$ cat src/rtl/rs_serial_decoder.sv
`timescale 1ns/1ps
// Symbol-serial single-error-correcting Reed-Solomon decoder over GF(2^M).
// S1/S2 are accumulated by Horner's rule, then the error location is found by a linear search.
module rs_serial_decoder #(
  parameter int  M         = 3,
  parameter int  PRIM_POLY = 11,
  localparam int N         = (1 << M) - 1,
  localparam int W         = $clog2(N)
) (
  input  logic           clk,
  input  logic           reset,
  input  logic           in_valid,
  output logic           in_ready,
  input  logic [N*M-1:0] in_data,
  output logic           out_valid,
  input  logic           out_ready,
  output logic [N*M-1:0] out_data,
  output logic [1:0]     out_status,
  output logic [W-1:0]   err_pos,
  output logic [M-1:0]   err_val
);
  localparam logic [M:0]   POLY     = PRIM_POLY[M:0];
  localparam logic [W-1:0] LAST     = W'(N - 1);
  localparam logic [1:0]   ST_CLEAN = 2'd0;
  localparam logic [1:0]   ST_FIXED = 2'd1;
  localparam logic [1:0]   ST_FAIL  = 2'd2;

  typedef enum logic [2:0] {IDLE, SYND, DECIDE, SEARCH, DONE} state_t;

  state_t         state_reg;
  logic [N*M-1:0] word_reg;
  logic [M-1:0]   s1_reg;
  logic [M-1:0]   s2_reg;
  logic [M-1:0]   t_reg;
  logic [M-1:0]   e_reg;
  logic [W-1:0]   idx_reg;
  logic [W-1:0]   j_reg;

  logic [M-1:0]   sym [N];
  logic [N*M-1:0] fixed_word;

  function automatic logic [M-1:0] mul_alpha(input logic [M-1:0] x);
    mul_alpha = {x[M-2:0], 1'b0} ^ (x[M-1] ? POLY[M-1:0] : '0);
  endfunction

  function automatic logic [M-1:0] mul_alpha_inv(input logic [M-1:0] x);
    logic [M:0] t;
    // Adding the polynomial clears bit 0 whenever it is set, so the shift is exact.
    t = {1'b0, x} ^ (x[0] ? POLY : '0);
    mul_alpha_inv = t[M:1];
  endfunction

  genvar gi;
  generate
    for (gi = 0; gi < N; gi++) begin : g_sym
      assign sym[gi] = word_reg[gi*M +: M];
      assign fixed_word[gi*M +: M] = word_reg[gi*M +: M] ^ ((j_reg == W'(gi)) ? e_reg : '0);
    end
  endgenerate

  always_ff @(posedge clk) begin
    if (reset) begin
      state_reg  <= IDLE;
      word_reg   <= '0;
      s1_reg     <= '0;
      s2_reg     <= '0;
      t_reg      <= '0;
      e_reg      <= '0;
      idx_reg    <= '0;
      j_reg      <= '0;
      in_ready   <= 1'b1;
      out_valid  <= 1'b0;
      out_data   <= '0;
      out_status <= ST_CLEAN;
      err_pos    <= '0;
      err_val    <= '0;
    end else begin
      case (state_reg)
        IDLE: begin
          if (in_valid) begin
            word_reg  <= in_data;
            s1_reg    <= '0;
            s2_reg    <= '0;
            idx_reg   <= LAST;
            in_ready  <= 1'b0;
            state_reg <= SYND;
          end
        end
        SYND: begin
          s1_reg  <= mul_alpha(s1_reg) ^ sym[idx_reg];
          s2_reg  <= mul_alpha(mul_alpha(s2_reg)) ^ sym[idx_reg];
          idx_reg <= idx_reg - 1'b1;
          if (idx_reg == '0) begin
            state_reg <= DECIDE;
          end
        end
        DECIDE: begin
          if ((s1_reg == '0) || (s2_reg == '0)) begin
            out_data   <= word_reg;
            out_status <= ((s1_reg == '0) && (s2_reg == '0)) ? ST_CLEAN : ST_FAIL;
            err_pos    <= '0;
            err_val    <= '0;
            out_valid  <= 1'b1;
            state_reg  <= DONE;
          end else begin
            t_reg     <= s1_reg;
            e_reg     <= s1_reg;
            j_reg     <= '0;
            state_reg <= SEARCH;
          end
        end
        SEARCH: begin
          // T tracks S1*a^j; a match with S2 means the error sits at j with magnitude E.
          if (t_reg == s2_reg) begin
            out_data   <= fixed_word;
            out_status <= ST_FIXED;
            err_pos    <= j_reg;
            err_val    <= e_reg;
            out_valid  <= 1'b1;
            state_reg  <= DONE;
          end else if (j_reg == LAST) begin
            out_data   <= word_reg;
            out_status <= ST_FAIL;
            err_pos    <= '0;
            err_val    <= '0;
            out_valid  <= 1'b1;
            state_reg  <= DONE;
          end else begin
            t_reg <= mul_alpha(t_reg);
            e_reg <= mul_alpha_inv(e_reg);
            j_reg <= j_reg + 1'b1;
          end
        end
        DONE: begin
          if (out_ready) begin
            out_valid <= 1'b0;
            in_ready  <= 1'b1;
            state_reg <= IDLE;
          end
        end
        default: begin
          state_reg <= IDLE;
        end
      endcase
    end
  end

endmodule

$ cat config.mk
export PLATFORM = sky130hd
export DESIGN_NAME = rs_serial_decoder
export DESIGN_NICKNAME = d
export VERILOG_FILES = /design/src/rtl/rs_serial_decoder.sv
export SDC_FILE = /design/constraint.sdc
export NUM_CORES = 1
export LEC_CHECK = 0
export ABC_AREA = 1
export BUFFER_PORTS_ARGS = -buffer_cell sky130_fd_sc_hd__buf_2
export CAP_MARGIN = 20
export CORE_ASPECT_RATIO = 0.8
export CORE_MARGIN = 1.5
export CORE_UTILIZATION = 30
export DETAILED_ROUTE_END_ITERATION = 7
export MAX_ROUTING_LAYER = met4
export PLACE_DENSITY = 0.53
export SLEW_MARGIN = 20
export SYNTH_ARGS = -nofsm -noshare
export SYNTH_HDL_FRONTEND = slang
export SYNTH_SLANG_ARGS = --single-unit
$ cat constraint.sdc
create_clock -name clk -period 1.6 [get_ports clk]
set_input_delay 0.32 -clock clk [delete_from_list [all_inputs] [get_ports clk]]
set_output_delay 0.32 -clock clk [all_outputs]
set_load 0.03 [all_outputs]
==> impl_metrics.tcl <==
set metrics [dict create \
    first_iter_violations 296 \
    grt.overflow.total 0 \
    power-per-cell-area_nw_per_um2 2050 \
    synthFlopType "sky130_fd_sc_hd__dfxtp_1" \
    synthesis.yosys.warnings 0 \
    totalPowerFinal_mw 11.2 \
    wp_data_required_ns 1.88 \
    firstDrtPassIters 5 \
    mostFrequentLayoutCells "139 x sky130_fd_sc_hd__nand2_1, 81 x sky130_fd_sc_hd__inv_1, 63 x sky130_fd_sc_hd__dfxtp_1, 55 x sky130_fd_sc_hd__buf_2, 53 x sky130_fd_sc_hd__nand3_1" \
    die_width_um 132 \
    design.die.area_sq_um 14100 \
    flow.area_growth_from_synthesis_pct 35.7 \
    detail_routed_via_count_per_cell 4.76 \
    cp_max_fo 7 \
    number_of_antenna_violations_at_the_first_check_in_global_routing 0 \
    seq_area_frac_synth 0.364 \
    min_period_ns 1.57 \
    synthDistinctLibCells 34 \
    mappedNetlistNets 635 \
    holdWs_ns 0.262 \
    period_share 0.980 \
    critical-path-top-delay-family "simple AND/OR/NAND/NOR gates" \
    global_route_wire_length_before_repair_um 19100 \
    leading_cell_type_in_the_layout_fill_and_taps_excluded "sky130_fd_sc_hd__nand2_1" \
    fill_cells 1351 \
    cts.root.buffer_cell "sky130_fd_sc_hd__clkbuf_16" \
    hold_class "in -> reg" \
    timing.final.max_slew_violations 0 \
    clock_sink_count 73 \
    critical_path.startpoint_type "register" \
    cp_slowest_cell "sky130_fd_sc_hd__dfxtp_4" \
    timing_worst_slew_pin_value_ns 0.551 \
    postSynthAreaPerCell_sq_um 6.66 \
    synth-edff-count 0 \
    floorplan.initialDensity 0.310 \
    grt_pass1_vias 3885 \
    post_cts_hold_buffer_count 0 \
    critical_path.max_stage_delay_ns 0.36 \
    cts_max_level 3 \
    placedCellCount 844 \
    routed_wire_length_per_instance_um 14.3 \
    cts_buffers 9 \
    most_utilized_layer_in_the_global_route_result "met2" \
    post_synth_instance_area_sq_um 4010 \
    finish.cell_count_without_fillers 877 \
    crit_buf_inv 5 \
    i_o_pin_cnt 56 \
    via_count 4176 \
    grt_max_degree 56 \
    fin_tns_setup_ns 0 \
    placeableCoreArea_sq_um 13000 \
    grtUsageMet2 0.272 \
    worst-setup-path-type "reg -> reg" \
    maximum_clock_rate_ghz 0.638 \
    antennaDiodeCount 0 \
    final_number_of_setup_violating_endpoints 0 \
    hold_start "in_data[5]" \
    post_synthesis_register_bit_count 73 \
    clock_insertion_delay_worst_skew_ns 0.34 \
    worstReg2RegEnd "out_data[9]$_SDFFE_PP0P_" \
    layout-drive-gt1-share 0.266 \
    ir_worst_vdd_v 0.000949 \
    ff2ff_path_depth 12 \
    netlist_instances 603 \
    hold_viol 0 \
    gpl.final_weighted_congestion 0.854 \
    regToRegSetupSlack_ns 0.03 \
    std_cell_rows 37 \
    async_flop_share 0 \
    min_to "word_reg[5]$_SDFFE_PP0P_" \
    cts_buffer_depth 2 \
    post_synth_main_area_contributors "sky130_fd_sc_hd__dfxtp_1 36%, sky130_fd_sc_hd__nand2_1 14%, sky130_fd_sc_hd__inv_1 8.1%" \
    totalWireLength_um 12500 \
    power.static_leakage_nw 2.63 \
    cts_tree "done" \
    drv_cap 0 \
    die_h_um 106 \
    numPortBuffers 55 \
    max_slew_margin 0.633 \
    worst_hold_path.num_cells 3 \
    clock-skew-final_ns 0.00554 \
    detail_route.drc_violations 0 \
    clk_transition_reported_paths_ns 0.05 \
    antenna_violating_nets_post_route 0 \
    status "finished, final reports clean" \
    place_hpwl_um 8570 \
    grt_usage 0.178 \
    post_synthesis_cell_type_with_the_largest_combined_area "sky130_fd_sc_hd__dfxtp_1" \
    gr-usage-met3 0.0439 \
    finish.net_count 730 \
    grt_use_met1 0.231 \
    path_cells "inv_2, nand2_2, nand2_4, nand2_4, nor2_4, buf_12, buf_12, clkbuf_16, nand4_1, nand3_4, nand2_2, inv_1" \
    cp-end-kind "register" \
    critical_path_arrival_ns 1.85 \
    timing.rr.start "s2_reg[1]$_SDFFE_PP0P_" \
    yosys.area.top_type_share 0.364 \
]
-- area by class of cell --
cell class	instances	area (sq um)	area share
clock buffer	12	246	0.0453
clock inverter	3	65.1	0.0119
inverter	92	352	0.0646
multi-input combinational	410	2190	0.402
sequential	73	1480	0.272
tap	175	219	0.0402
timing repair buffer	112	892	0.164
-- per-stage QoR --
| step | utilization | setup slack [ns] | area [sq um] |
|---|---|---|---|
| floorplan | - | 0.0297 | 4010 |
| global route | 0.420 | -0.0453 | 5450 |
| CTS | 0.388 | 0.00599 | 5030 |
| finish | 0.420 | 0.0322 | 5450 |
| detailed placement | 0.362 | -0.0475 | 4690 |
| global placement | 0.362 | -0.00216 | 4690 |
-- power by group --
group          leakage (nW)  internal [mW]  switching [mW]
Sequential            0.602           2.37           0.345
Clock                 0.153           1.40           0.764
Combinational          1.87           2.61            3.68
Total                  2.63           6.38            4.79
-- cells by family after synthesis --
kind of cell	count (synthesis)	synth area share
buffers and inverters	120	0.129
xor gates and xnor gates	4	0.0125
and+or+nand+nor	297	0.340
DFF	73	0.364
adders and majority gates	7	0.0218
AOI/OAI and AO/OA	102	0.132
-- synth_stat cells, types with 7 or more instances --
master,instances
sky130_fd_sc_hd__o21ai_0,38
sky130_fd_sc_hd__ha_1,7
sky130_fd_sc_hd__inv_1,87
sky130_fd_sc_hd__nor2_1,48
sky130_fd_sc_hd__clkbuf_1,11
sky130_fd_sc_hd__nand4_1,14
sky130_fd_sc_hd__dfxtp_1,73
sky130_fd_sc_hd__nand2_1,145
sky130_fd_sc_hd__o21ai_1,9
sky130_fd_sc_hd__a21oi_1,50
sky130_fd_sc_hd__nand3b_1,12
sky130_fd_sc_hd__nand3_1,58
-- layer usage --
| layer | wire length (um) | up-vias |
|---|---|---|
| met2 | 5500 | 120 |
| li1 | - | 2120 |
| met5 | 0 | - |
| met1 | 6030 | 1917 |
| met4 | 259 | 0 |
| met3 | 764 | 19 |
-- tightest hold or removal path: cells and delay by family --
family / cells / cell delay [ns]
buffers and inverters: 1 / 0.07
AO/OA/AOI/OAI: 2 / 0.17
-- what timing repair did --
| item | in CTS | in global routing |
|---|---|---|
| resized for setup | 5 | 65 |
| cloned | 1 | 6 |
| setup buffers | 1 | 11 |
| pin swaps | 0 | 20 |
| setup endpoints to repair | 6 | 38 |
-- worst max path at each step --
stage | from | to | slack (ns) | depth (start not counted)
after detailed placement | j_reg[0]$_SDFFE_PP0P_ | t_reg[0]$_SDFFE_PP0P_ | -0.05 | 10
after CTS | j_reg[0]$_SDFFE_PP0P_ | out_data[14]$_SDFFE_PP0P_ | 0.006 | 9
after global placement | j_reg[0]$_SDFFE_PP0P_ | e_reg[2]$_SDFFE_PP0P_ | -0.002 | 10
final | s2_reg[1]$_SDFFE_PP0P_ | out_data[9]$_SDFFE_PP0P_ | 0.03 | 12
after floorplan | j_reg[0]$_SDFFE_PP0P_ | out_data[0]$_SDFFE_PP0P_ | 0.03 | 9
after global routing | state_reg[0]$_SDFFE_PP0P_ | out_data[14]$_SDFFE_PP0P_ | -0.05 | 9
Note: power is estimated with default switching activity, not from simulation.
